<file path="config.mk">
export PLATFORM = sky130hd
export DESIGN_NAME = multicycle_controller
export DESIGN_NICKNAME = d
export VERILOG_FILES = /design/src/rtl/multicycle_controller.sv
export SDC_FILE = /design/constraint.sdc
export NUM_CORES = 1
export LEC_CHECK = 0
export ABC_AREA = 1
export ABC_CLOCK_PERIOD_IN_PS = 1350
export BUFFER_PORTS_ARGS = -buffer_cell sky130_fd_sc_hd__buf_2
export CORE_ASPECT_RATIO = 0.9
export CORE_MARGIN = 2
export CORE_UTILIZATION = 42
export CTS_CLUSTER_DIAMETER = 50
export CTS_CLUSTER_SIZE = 28
export DETAILED_ROUTE_END_ITERATION = 12
export GPL_TIMING_DRIVEN = 1
export PLACE_DENSITY = 0.74
export SETUP_SLACK_MARGIN = 0.4
export SLEW_MARGIN = 20
export SYNTH_ARGS = -nofsm -noshare
export SYNTH_HDL_FRONTEND = slang
export SYNTH_SLANG_ARGS = --single-unit
</file>
<file path="constraint.sdc">
create_clock -name clk -period 1.35 [get_ports clk]
set_clock_uncertainty 0.15 [all_clocks]
set_input_delay 0 -clock clk [delete_from_list [all_inputs] [get_ports clk]]
set_output_delay 0 -clock clk [all_outputs]
set_load 0.03 [all_outputs]
</file>
<file path="src/rtl/multicycle_controller.sv">
// Control FSM for a shared-ALU, unified-memory multicycle ARM datapath.
// Holds NZCV, gates writes on the instruction's condition and issues per-cycle selects.
module multicycle_controller #(
  parameter int unsigned STATE_W = 4
) (
  input  logic               clk,
  input  logic               reset,
  input  logic [19:0]        Instr,
  input  logic [3:0]         ALUFlags,
  output logic               PCWrite,
  output logic               MemWrite,
  output logic               RegWrite,
  output logic               IRWrite,
  output logic               AdrSrc,
  output logic [1:0]         RegSrc,
  output logic               ALUSrcA,
  output logic [1:0]         ALUSrcB,
  output logic [1:0]         ResultSrc,
  output logic [1:0]         ImmSrc,
  output logic [2:0]         ALUControl,
  output logic [STATE_W-1:0] state
);

  localparam int unsigned ENC_W = 4;

  typedef enum logic [ENC_W-1:0] {
    FETCH  = 4'd0,
    DECODE = 4'd1,
    MEMADR = 4'd2,
    MEMRD  = 4'd3,
    MEMWB  = 4'd4,
    MEMWR  = 4'd5,
    EXECR  = 4'd6,
    EXECI  = 4'd7,
    ALUWB  = 4'd8,
    BRANCH = 4'd9
  } state_t;

  state_t     state_q, state_d;
  logic [3:0] flags_q;
  logic       condex_q, condex_d;
  logic       cond_ex;

  logic [3:0] cond;
  logic [1:0] op;
  logic [5:0] funct;
  logic [3:0] rd;
  logic       rd_pc;
  logic       unused_rn;

  assign cond      = Instr[19:16];
  assign op        = Instr[15:14];
  assign funct     = Instr[13:8];
  assign rd        = Instr[3:0];
  assign rd_pc     = (rd == 4'hF);
  assign unused_rn = ^Instr[7:4];

  assign RegSrc = {op == 2'b01, op == 2'b10};
  assign ImmSrc = op;
  assign state  = STATE_W'(state_q);

  // Condition check against the architectural flag register.
  logic flag_n, flag_z, flag_c, flag_v;
  assign {flag_n, flag_z, flag_c, flag_v} = flags_q;

  always_comb begin
    cond_ex = 1'b0;
    case (cond)
      4'b0000: cond_ex = flag_z;
      4'b0001: cond_ex = ~flag_z;
      4'b0010: cond_ex = flag_c;
      4'b0011: cond_ex = ~flag_c;
      4'b0100: cond_ex = flag_n;
      4'b0101: cond_ex = ~flag_n;
      4'b0110: cond_ex = flag_v;
      4'b0111: cond_ex = ~flag_v;
      4'b1000: cond_ex = flag_c & ~flag_z;
      4'b1001: cond_ex = ~flag_c | flag_z;
      4'b1010: cond_ex = (flag_n == flag_v);
      4'b1011: cond_ex = (flag_n != flag_v);
      4'b1100: cond_ex = ~flag_z & (flag_n == flag_v);
      4'b1101: cond_ex = flag_z | (flag_n != flag_v);
      4'b1110: cond_ex = 1'b1;
      default: cond_ex = 1'b0;
    endcase
  end

  // ALU command decode; unknown commands become NOPs.
  logic [2:0] alu_dec;
  logic       cmd_ok;
  logic       cmd_arith;

  always_comb begin
    alu_dec   = 3'b000;
    cmd_ok    = 1'b1;
    cmd_arith = 1'b0;
    case (funct[4:1])
      4'b0100: begin alu_dec = 3'b000; cmd_arith = 1'b1; end
      4'b0010: begin alu_dec = 3'b001; cmd_arith = 1'b1; end
      4'b0000: alu_dec = 3'b010;
      4'b1100: alu_dec = 3'b011;
      default: cmd_ok = 1'b0;
    endcase
  end

  logic       pc_write_d, mem_write_d, reg_write_d, ir_write_d, adr_src_d, alu_src_a_d;
  logic [1:0] alu_src_b_d, result_src_d;
  logic [2:0] alu_control_d;

  // Next state, plus the outputs of that next state so they can be registered.
  always_comb begin
    state_d       = state_q;
    condex_d      = condex_q;
    pc_write_d    = 1'b0;
    mem_write_d   = 1'b0;
    reg_write_d   = 1'b0;
    ir_write_d    = 1'b0;
    adr_src_d     = 1'b0;
    alu_src_a_d   = 1'b0;
    alu_src_b_d   = 2'b00;
    result_src_d  = 2'b00;
    alu_control_d = 3'b000;

    case (state_q)
      FETCH:  state_d = DECODE;
      DECODE: begin
        condex_d = cond_ex;
        case (op)
          2'b00:   state_d = funct[5] ? EXECI : EXECR;
          2'b01:   state_d = MEMADR;
          2'b10:   state_d = BRANCH;
          default: state_d = FETCH;
        endcase
      end
      MEMADR: state_d = funct[0] ? MEMRD : MEMWR;
      MEMRD:  state_d = MEMWB;
      EXECR,
      EXECI:  state_d = ALUWB;
      default: state_d = FETCH;
    endcase

    case (state_d)
      FETCH: begin
        ir_write_d   = 1'b1;
        alu_src_a_d  = 1'b1;
        alu_src_b_d  = 2'b10;
        result_src_d = 2'b10;
        pc_write_d   = 1'b1;
      end
      DECODE: begin
        alu_src_a_d  = 1'b1;
        alu_src_b_d  = 2'b10;
        result_src_d = 2'b10;
      end
      MEMADR: alu_src_b_d = 2'b01;
      MEMRD:  adr_src_d = 1'b1;
      MEMWR: begin
        adr_src_d   = 1'b1;
        mem_write_d = condex_d;
      end
      MEMWB: begin
        result_src_d = 2'b01;
        reg_write_d  = condex_d & ~rd_pc;
      end
      EXECR: alu_control_d = alu_dec;
      EXECI: begin
        alu_src_b_d   = 2'b01;
        alu_control_d = alu_dec;
      end
      ALUWB:  reg_write_d = condex_d & cmd_ok & ~rd_pc;
      BRANCH: begin
        alu_src_b_d  = 2'b01;
        result_src_d = 2'b10;
        pc_write_d   = condex_d;
      end
      default: ;
    endcase
  end

  always_ff @(posedge clk) begin
    if (reset) begin
      state_q    <= FETCH;
      condex_q   <= 1'b0;
      PCWrite    <= 1'b1;
      MemWrite   <= 1'b0;
      RegWrite   <= 1'b0;
      IRWrite    <= 1'b1;
      AdrSrc     <= 1'b0;
      ALUSrcA    <= 1'b1;
      ALUSrcB    <= 2'b10;
      ResultSrc  <= 2'b10;
      ALUControl <= 3'b000;
    end else begin
      state_q    <= state_d;
      condex_q   <= condex_d;
      PCWrite    <= pc_write_d;
      MemWrite   <= mem_write_d;
      RegWrite   <= reg_write_d;
      IRWrite    <= ir_write_d;
      AdrSrc     <= adr_src_d;
      ALUSrcA    <= alu_src_a_d;
      ALUSrcB    <= alu_src_b_d;
      ResultSrc  <= result_src_d;
      ALUControl <= alu_control_d;
    end
  end

  // S-suffixed ops update N/Z always; C/V only for ADD/SUB.
  always_ff @(posedge clk) begin
    if (reset) begin
      flags_q <= 4'b0000;
    end else if ((state_q == EXECR || state_q == EXECI) && funct[0] && condex_q && cmd_ok) begin
      flags_q[3:2] <= ALUFlags[3:2];
      if (cmd_arith) flags_q[1:0] <= ALUFlags[1:0];
    end
  end

endmodule

</file>
==> results of run 1 <==
==> through the flow <==
stage | util | worst slack [ns] | hold WS (ns) | cells
2_1_floorplan | - | -0.0449 | -0.0382 | 167
3_3_place_gp | 0.571 | -0.0887 | 0.0947 | 242
3_5_place_dp | 0.571 | -0.0969 | 0.0934 | 242
4_1_cts | 0.687 | -0.102 | -0.139 | 261
5_1_grt | 0.763 | -0.339 | -0.129 | 271
6_report | 0.763 | -0.244 | -0.140 | 271
==> power by group through the flow <==
stage                     Combinational, mW  Clock (mW)  Sequential, mW
after floorplan                       0.205           0           0.711
after global placement                0.386           0           0.650
after detailed placement              0.386           0           0.651
after CTS                             0.474       0.347           0.645
after global routing                  0.646       0.378           0.653
final                                 0.608       0.355           0.650
==> worst min path at each step <==
stage | to | slack (ns) | depth (start not counted)
after floorplan | RegSrc[1] | -0.04 | 1
after global placement | flags_q[3]$_SDFFE_PP0P_ | 0.09 | 3
after detailed placement | flags_q[2]$_SDFFE_PP0P_ | 0.09 | 3
after CTS | ALUControl[0]$_SDFF_PP0_ | -0.14 | 3
after global routing | state[0]$_SDFF_PP0_ | -0.13 | 2
final | ALUControl[0]$_SDFF_PP0_ | -0.14 | 3
==> registers in the layout, indices dropped and copies added, names as in the netlist <==
| signal | cells |
|---|---|
| IRWrite | 1 |
| flags_q | 4 |
| AdrSrc | 1 |
| MemWrite | 1 |
| condex_q | 1 |
| ResultSrc | 2 |
| PCWrite | 1 |
| ALUSrcA | 1 |
| ALUSrcB | 1 |
| ALUControl | 2 |
| RegWrite | 1 |
| state | 4 |
==> cells by family after synthesis <==
kind of cell | count (synthesis) | share of synthesized area
DFF | 20 | 0.358
AOI/OAI and AO/OA | 20 | 0.106
and+or+nand+nor | 90 | 0.394
other | 1 | 0.00335
buffers and inverters | 36 | 0.139
==> worst max-delay path: cells and delay by family (launching register included) <==
kind / cells / cell delay [ns]
buf+inv: 1 / 0.12
simple gates: 5 / 0.51
flops: 1 / 0.38
compound gates: 2 / 0.33
==> per-layer routing <==
| layer | track usage | part of all wire |
|---|---|---|
| met1 | 0.301 | 0.37 |
| met5 | 0 | 0 |
| met4 | 0.0349 | 0.048 |
| met2 | 0.358 | 0.48 |
| met3 | 0.0513 | 0.099 |
==> repair_timing <==
action                     4_1_cts  5_1_grt
gates resized for setup         38       36
hold endpoints to repair        19       14
cloned                           0        0
buffers inserted                 6       10
setup endpoints to repair       32       34
pin swaps                        7       10
==> layout make-up <==
type,count,area (µm²),area share
Tap cell,28,35.0,0.0185
Timing Repair Buffer,78,591,0.311
Sequential cell,20,420,0.221
Clock buffer,4,36.3,0.0191
Multi-Input combinational cell,111,701,0.369
Inverter,30,115,0.0606
==> placed cells by master (no fill, tap or decap), types with 5 or more instances in the layout <==
master,instances
buf_2,25
nand3_1,13
buf_4,32
nand3_4,5
buf_6,12
nand2_1,28
nor2_1,16
dfxtp_1,12
inv_2,8
nor2_4,5
a21oi_2,5
inv_1,21
nand2_2,7
dlygate4sd3_1,9
nand4_1,6
==> impl_metrics.toml, run 1 <==
[status]
run_status = "complete, but fails checks"
violations_in_the_final_reports = "hold timing, setup timing"

[yosys]
most_used_flip_flop_cell_after_synthesis = "dfxtp_1"
ys_top_cells_by_area = "dfxtp_1 36%, nand2_1 12%, inv_1 8.1%"
yosys_warnings = 0
syn-cell-area_um2 = 1120
netlist_top_cells_count = "35 x nand2_1, 24 x inv_1, 20 x dfxtp_1, 20 x nor2_1, 16 x nand3_1"
syn_area_per_cell_um2 = 6.70
yosys_register_bits = 20
synthesis.nets = 193
synth_cell_type_count = 23
yosysSeqAreaShare = 0.358
synth_area_leader = "dfxtp_1"
post_synth_inst_count = 167
synth.most_common_cell = "nand2_1"
post-synth-top-area-fraction = 0.358
ys_async_sr_fraction = 0
post_synth_edffs = 0

[critical_path]
crit_path_max_incr_delay_ns = 0.38
timing.reg2reg.setup_slack_ns = -0.24
timing.rr.end = "PCWrite$_SDFF_PP1_"
worst_path_max_delay_cell = "dfxtp_4"
crit_chain = "nor2_4 -> nand2_2 -> inv_2 -> nand2_4 -> o22ai_4 -> nor2_2 -> a21oi_2 -> nand2_1"
launch_point_of_the_worst_path = "state[2]$_SDFF_PP0_"
worstSetupEndpointType = "flip-flop"
setup.worst_path.end = "PCWrite$_SDFF_PP1_"
reg2regPathDepth = 8
worst-setup-path-type = "reg -> reg"
timing.critical_path.required_ns = 1.41
crit_arrival_ns = 1.65
highest_fanout_seen_on_the_critical_path = 4
regToRegStartpoint = "state[2]$_SDFF_PP0_"
critPathLaunchType = "flip-flop"

[final_layout]
fillCellCount = 185
finalNetCount = 270
num_antenna_cells = 0
drive_gt1_frac = 0.506
postLayoutCellArea_um2 = 1900
area_growth_syn_to_layout_pct = 69.7

[die]
fp-row-count = 17
fp.dieW_um = 58.4
design.core.area_um2 = 2490
floorplan.initialDensity = 0.449
dieArea_um2 = 3090
io-pin-count = 47
fp.dieH_um = 53.0

[clock_tree]
cts.root.buffer_cell = "clkbuf_4"
bufs_on_longest_clock_path = 2
clkSlewWorstSetupHoldPaths_ns = 0.11
hold_buffers = 9
numCtsBuffers = 3
cts.sinks = 20
tritoncts = "yes"
htree_num_levels = 1
clock_latency_ns = 0.30

[routing]
post_drt_wl_per_cell_um = 14.9
post_drt_antenna_nets = 0
drt_pre_antenna_iters = 4
detail_route.drc_violations = 0
drt-vias-per-instance = 5.28
wl_um = 4040
first_iter_violations = 59
num_vias = 1430

[sta]
worst_slack_ns = -0.244
min_period_over_period = 1.18
achievable-frequency_mhz = 628
fin_tns_setup_ns = -2.64
final_setup_viols = 19
grt_setup_unrepaired = "true"
finalHoldViolCount = 15
slew_viol_final = 0
hold_slack_ns = -0.140
min_period_ns = 1.59

[global_route]
grt_pass1_vias = 1169
grt_antenna_before_repair = 0
grt_first_pass_wirelength_um = 5230
grt_max_degree = 12
grt_overflow_total = 0
grt_usage = 0.220

[hold_path]
hp_class = "in -> reg"
min-delay-start = "Instr[12]"

[pwr]
swShare = 0.354
ir_worst_vdd_mv = 0.991
power.static_leakage_nw = 0.917
total_design_power_mw = 1.61
power-per-cell-area_nw_per_um2 = 850
internal-power_mw = 1.04
seqPwrFrac = 0.403
combPwrFrac = 0.377
power.switching_mw = 0.571
p_clk_frac = 0.220

[placed_design]
post_dp_cell_area_um2 = 1420
finalWeightedCongestion = 0.926
hpwlAfterDp_um = 2020
io_buffers = 41

[flow_run]
timing.max_cap.violations = 0
(Power assumes the default switching activity.)
==> run 2, diff against run 1 <==
==> constraint.sdc (replaced) <==
create_clock -name clk -period 1.35 [get_ports clk]
set_clock_uncertainty 0.15 [all_clocks]
set_input_delay 0.2025 -clock clk [delete_from_list [all_inputs] [get_ports clk]]
set_output_delay 0.2025 -clock clk [all_outputs]
set_load 0.03 [all_outputs]
==> run 2 against run 1 <==
The flow still finishes with violations (hold timing, setup timing). Total power up 11%. Combinational power up 4.9%. Largest cell class unchanged. Wire length down 5.3%.
==> impl_metrics.toml, run 2 (synthesis gave the netlist of run 1 again) <==
[final_layout]
finalNetCount = 266
drive_gt1_frac = 0.577
layout.area.seq_um2 = 430
fillCellCount = 176
area_growth_syn_to_layout_pct = 72.1
combined_area_of_the_multi_input_logic_cells_um2 = 689
num_antenna_cells = 0
finish.cell_count_without_fillers = 267
mostFrequentLayoutCells = "30 x nand2_1, 30 x buf_4, 22 x buf_6, 21 x buf_2, 20 x inv_1"

[pwr]
ir_worst_vdd_mv = 0.801
power.static_leakage_nw = 0.938
power-per-cell-area_nw_per_um2 = 927

[die]
floorplan.initialDensity = 0.449
fp.dieW_um = 58.4
fp-row-count = 17
design.core.area_um2 = 2490
io-pin-count = 47
dieArea_um2 = 3090
fp.dieH_um = 53.0

[routing]
num_vias = 1435
first_iter_violations = 72
drt_pre_antenna_iters = 6
post_drt_antenna_nets = 0
detail_route.drc_violations = 0
wl_um = 3820
post_drt_wl_per_cell_um = 14.3
drt-vias-per-instance = 5.37

[critical_path]
timing.reg2reg.setup_slack_ns = -0.21
worstSetupEndpointType = "flip-flop"
crit_path_max_incr_delay_ns = 0.37
reg2regPathDepth = 8
worst_path_max_delay_cell = "dfxtp_4"
crit_chain = "nor2_4 -> nand2_2 -> inv_4 -> nand2_4 -> o22ai_4 -> nor2_2 -> a21oi_2 -> nand2_1"
launch_point_of_the_worst_path = "state[2]$_SDFF_PP0_"
critPathLaunchType = "flip-flop"
timing.rr.end = "ALUSrcA$_SDFF_PP1_"
regToRegStartpoint = "state[2]$_SDFF_PP0_"
crit_arrival_ns = 1.63
highest_fanout_seen_on_the_critical_path = 3
timing.critical_path.required_ns = 1.42
setup.worst_path.end = "ALUSrcA$_SDFF_PP1_"
worst-setup-path-type = "reg -> reg"

[global_route]
grt_max_degree = 13
grt_usage = 0.234
grt_antenna_before_repair = 0
grt_pass1_vias = 1296
grt_overflow_total = 0
grt_first_pass_wirelength_um = 5440

[flow_run]
timing.max_cap.violations = 0

[placed_design]
io_buffers = 41
dpl.cell_count = 255
hpwlAfterDp_um = 2150
finalWeightedCongestion = 0.877

[clock_tree]
bufs_on_longest_clock_path = 2
numCtsBuffers = 3
cts.root.buffer_cell = "clkbuf_4"
tritoncts = "yes"
htree_num_levels = 1
clock_latency_ns = 0.31
clkSlewWorstSetupHoldPaths_ns = 0.12
cts.sinks = 20

[status]
violations_in_the_final_reports = "hold timing, setup timing"
run_status = "complete, but fails checks"

[sta]
grt_setup_unrepaired = "true"
fin_tns_setup_ns = -2.02
hold_slack_ns = -0.0206
min_period_over_period = 1.15
min_period_ns = 1.56
slew_viol_final = 0
final_setup_viols = 18
worst_slack_ns = -0.207
finalHoldViolCount = 2
achievable-frequency_mhz = 642

[hold_path]
min-delay-start = "ALUFlags[3]"
hp_class = "in -> reg"
[run 2: changes by cell type in the layout (fill, tap and decap cells not counted), moves of 3 or more]
cell,previous run,this run
dfxtp_1,12,4
nand3_2,1,4
nor2_2,2,5
dlygate4sd3_1,9,0
buf_6,12,22
nand2_2,7,4
dfxtp_2,4,12
buf_2,25,21
[run 2: repair_timing]
action	in CTS	in global routing
setup buffers	6	2
setup endpoints to repair	38	38
resized for setup	74	18
pin swaps	13	6
hold endpoints to repair	3	2
[run 2: worst min path at each step]
stage	cells after the start	to
floorplan	2	flags_q[2]$_SDFFE_PP0P_
global placement	3	flags_q[3]$_SDFFE_PP0P_
detailed placement	3	flags_q[3]$_SDFFE_PP0P_
CTS	3	flags_q[2]$_SDFFE_PP0P_
global route	3	flags_q[3]$_SDFFE_PP0P_
finish	3	flags_q[3]$_SDFFE_PP0P_
[run 2: power breakdown]
part	switching (mW)	internal (mW)
clock network	0.195	0.300
registers	0.0266	0.624
logic	0.356	0.282
total	0.578	1.21
[run 2: layout make-up]
type                       instances  area share
multi-input combinational        111       0.358
clock inverter                     1      0.0156
sequential                        20       0.224
timing repair buffer              74       0.311
inverter                          30      0.0624
clock buffer                       3      0.0117
tap                               28      0.0182
[run 2: through the flow]
step            util  hold slack [ns]  power (mW)  setup WS [ns]  cell area (µm²)
3_3_place_gp   0.611            0.291        1.08         -0.120             1520
5_1_grt        0.774          -0.0303        1.87         -0.272             1930
2_1_floorplan      -            0.195       0.916        -0.0449             1140
4_1_cts        0.739          -0.0281        1.70         -0.109             1840
3_5_place_dp   0.611            0.295        1.09         -0.184             1520
6_report       0.774          -0.0206        1.78         -0.207             1930
[run 2: critical path: cells and delay by family (launching register included)]
kind | cells | cell delay, ns
AND/OR/NAND/NOR | 5 | 0.52
flip-flops | 1 | 0.37
AO/OA/AOI/OAI | 2 | 0.33
buffers and inverters | 1 | 0.09
[run 2: routing by layer]
metal,GRT usage,part of all wire
met2,0.397,0.49
met3,0.0636,0.069
met5,0,0
met1,0.279,0.39
met4,0.0930,0.050
==> run 3, diff against run 2 <==
--- a/config.mk
+++ b/config.mk
@@ -5,7 +5,6 @@
 export SDC_FILE = /design/constraint.sdc
 export NUM_CORES = 1
 export LEC_CHECK = 0
-export ABC_AREA = 1
 export ABC_CLOCK_PERIOD_IN_PS = 1350
 export BUFFER_PORTS_ARGS = -buffer_cell sky130_fd_sc_hd__buf_2
 export CORE_ASPECT_RATIO = 0.9
@@ -15,8 +14,7 @@
 export CTS_CLUSTER_SIZE = 28
 export DETAILED_ROUTE_END_ITERATION = 12
 export GPL_TIMING_DRIVEN = 1
-export PLACE_DENSITY = 0.74
-export SETUP_SLACK_MARGIN = 0.4
+export PLACE_DENSITY = 0.75
 export SLEW_MARGIN = 20
 export SYNTH_ARGS = -nofsm -noshare
 export SYNTH_HDL_FRONTEND = slang
==> run 3 against run 2 <==
The flow finishes with violations (setup timing). Sequential share of layout area is 1.6 points higher. Combinational power is 21% lower. Via count is 14% lower.
==> impl_metrics.toml, run 3 <==
[final_layout]
layout.area.seq_um2 = 419
num_antenna_cells = 0
final_common_cell = "buf_2"
postLayoutCellArea_um2 = 1750
fillCellCount = 161
mostFrequentLayoutCells = "37 x buf_2, 27 x buf_4, 13 x dfxtp_1, 13 x nor2_1, 9 x buf_6"
drive_gt1_frac = 0.569
post_route_utilization = 0.714
combined_area_of_the_multi_input_logic_cells_um2 = 722
finalNetCount = 222
area_growth_syn_to_layout_pct = 61.2

[critical_path]
highest_fanout_seen_on_the_critical_path = 5
crit_arrival_ns = 1.67
worstSetupEndpointType = "flip-flop"
crit_chain = "nor4b_4 -> nand4b_1 -> mux2i_2 -> a211oi_2 -> a211oi_2"
crit_path_max_incr_delay_ns = 0.38
critPathLaunchType = "flip-flop"
critPathBufInv = 0
critPathTopFamily = "simple AND/OR/NAND/NOR gates"
worst-setup-path-type = "reg -> reg"
worst_path_max_delay_cell = "dfxtp_4"
critical_path.most_common_cell = "a211oi_2"
timing.critical_path.required_ns = 1.43

[yosys]
synth.most_common_cell = "dfxtp_1"
post-synth-top-area-fraction = 0.370
synthesis.nets = 148
yosys_warnings = 0
post_synth_edffs = 0
yosysSeqAreaShare = 0.370
synth_cell_type_count = 41
synth_area_leader = "dfxtp_1"
syn_area_per_cell_um2 = 8.88
ys_top_cells_by_area = "dfxtp_1 37%, mux2i_1 5.5%, nor2_1 4.8%"
yosys_register_bits = 20
most_used_flip_flop_cell_after_synthesis = "dfxtp_1"
post_synth_inst_count = 122
ys_async_sr_fraction = 0
syn-cell-area_um2 = 1080
netlist_top_cells_count = "20 x dfxtp_1, 14 x nor2_1, 6 x a21oi_1, 6 x buf_4, 6 x mux2i_1"

[global_route]
grt_first_pass_wirelength_um = 4970
grt_pass1_vias = 1219
grt_overflow_total = 0
grt_max_degree = 12
grt_antenna_before_repair = 0
grt_usage = 0.213

[clock_tree]
cts.sinks = 20
bufs_on_longest_clock_path = 2
clkSlewWorstSetupHoldPaths_ns = 0.11
htree_num_levels = 1
clock_latency_ns = 0.30
cts.root.buffer_cell = "clkbuf_4"
numCtsBuffers = 3
tritoncts = "yes"

[pwr]
ir_worst_vdd_mv = 0.611
power.static_leakage_nw = 0.807
power-per-cell-area_nw_per_um2 = 817

[sta]
min_period_ns = 1.60
grt_setup_unrepaired = "true"
hold_slack_ns = 0.0118
slew_viol_final = 0
finalHoldViolCount = 0
achievable-frequency_mhz = 627
final_setup_viols = 12
min_period_over_period = 1.18
worst_slack_ns = -0.246

[routing]
detail_route.drc_violations = 0
wl_um = 3560
drt_pre_antenna_iters = 4
num_vias = 1231
post_drt_wl_per_cell_um = 16.0
first_iter_violations = 41
post_drt_antenna_nets = 0
drt-vias-per-instance = 5.52

[flow_run]
timing.max_cap.violations = 0

[die]
design.core.area_um2 = 2450
fp.dieW_um = 57.5
fp-row-count = 17
dieArea_um2 = 3000
io-pin-count = 47
fp.dieH_um = 52.2
floorplan.initialDensity = 0.443

[placed_design]
finalWeightedCongestion = 0.808
hpwlAfterDp_um = 2340
post_dp_cell_area_um2 = 1460
io_buffers = 41

[status]
violations_in_the_final_reports = "setup timing"
run_status = "complete, but fails checks"

[hold_path]
hp_class = "in -> reg"
==> run 3: changes by cell type after synthesis, sizes merged, moves of 5 or more <==
cell / before / now
nand2: 38 / 4
inv: 30 / 4
nand3: 19 / 1
nor2: 23 / 14
mux2i: 0 / 6
xor2: 0 / 5
==> run 3: worst paths after layout <==
kind,start,slack (ns),endpoint,depth (start not counted)
max reg2reg,state[2]$_SDFF_PP0_,-0.25,MemWrite$_SDFF_PP0_,5
min,ALUFlags[1],0.01,flags_q[1]$_SDFFE_PP0P_,3
max,state[2]$_SDFF_PP0_,-0.25,MemWrite$_SDFF_PP0_,5
min reg2reg,flags_q[0]$_SDFFE_PP0P_,0.43,flags_q[0]$_SDFFE_PP0P_,2
==> run 3: repair_timing <==
item                                    in CTS  in global routing
endpoints found under the setup margin      15                 18
pin swaps                                    7                  7
gates resized for setup                     16                 27
buffers inserted                             3                  7
endpoints found under the hold margin        4                  0
hold buffers                                 4                  0
==> run 3: power breakdown <==
group	internal, mW	switching, mW
logic	0.232	0.271
registers	0.617	0.0241
clock network	0.108	0.175
total	0.956	0.470
==> run 3: area by class of cell <==
class,instances,share of cell area
Multi-Input combinational cell,90,0.413
Timing Repair Buffer,77,0.303
Sequential cell,20,0.240
Tap cell,28,0.0201
Clock buffer,3,0.0129
Inverter,4,0.00860
Clock inverter,1,0.00215
==> run 3: logic make-up (layout without fill, tap and decap cells) <==
family | Yosys count | in the layout | share of synthesized area
and+or+nand+nor | 51 | 51 | 0.284
AOI/OAI and AO/OA | 26 | 26 | 0.170
DFF | 20 | 20 | 0.370
buffers and inverters | 12 | 85 | 0.0693
xor gates and xnor gates | 6 | 6 | 0.0485
muxes | 6 | 6 | 0.0554
other | 1 | 1 | 0.00346
==> run 3: metrics by stage <==
stage	TNS [ns]	worst slack [ns]	power [mW]	instances
6_report	-2.02	-0.246	1.43	223
5_1_grt	-3.20	-0.365	1.48	223
4_1_cts	-1.65	-0.238	1.36	217
3_5_place_dp	-1.76	-0.274	1.04	206
3_3_place_gp	-1.31	-0.195	1.03	206
2_1_floorplan	-1.36	-0.191	0.885	122
==> run 3: worst min-delay path, stage by stage <==
cell	delay, ns
buf_2	0.07
mux2i_1	0.06
nor2_1	0.09
==> run 3: routing by layer <==
layer / part of all wire / track usage / vias up
li1: - / - / 582
met1: 0.40 / 0.234 / 576
met2: 0.50 / 0.383 / 63
met3: 0.076 / 0.0543 / 10
met4: 0.024 / 0.105 / 0
met5: 0 / 0 / -
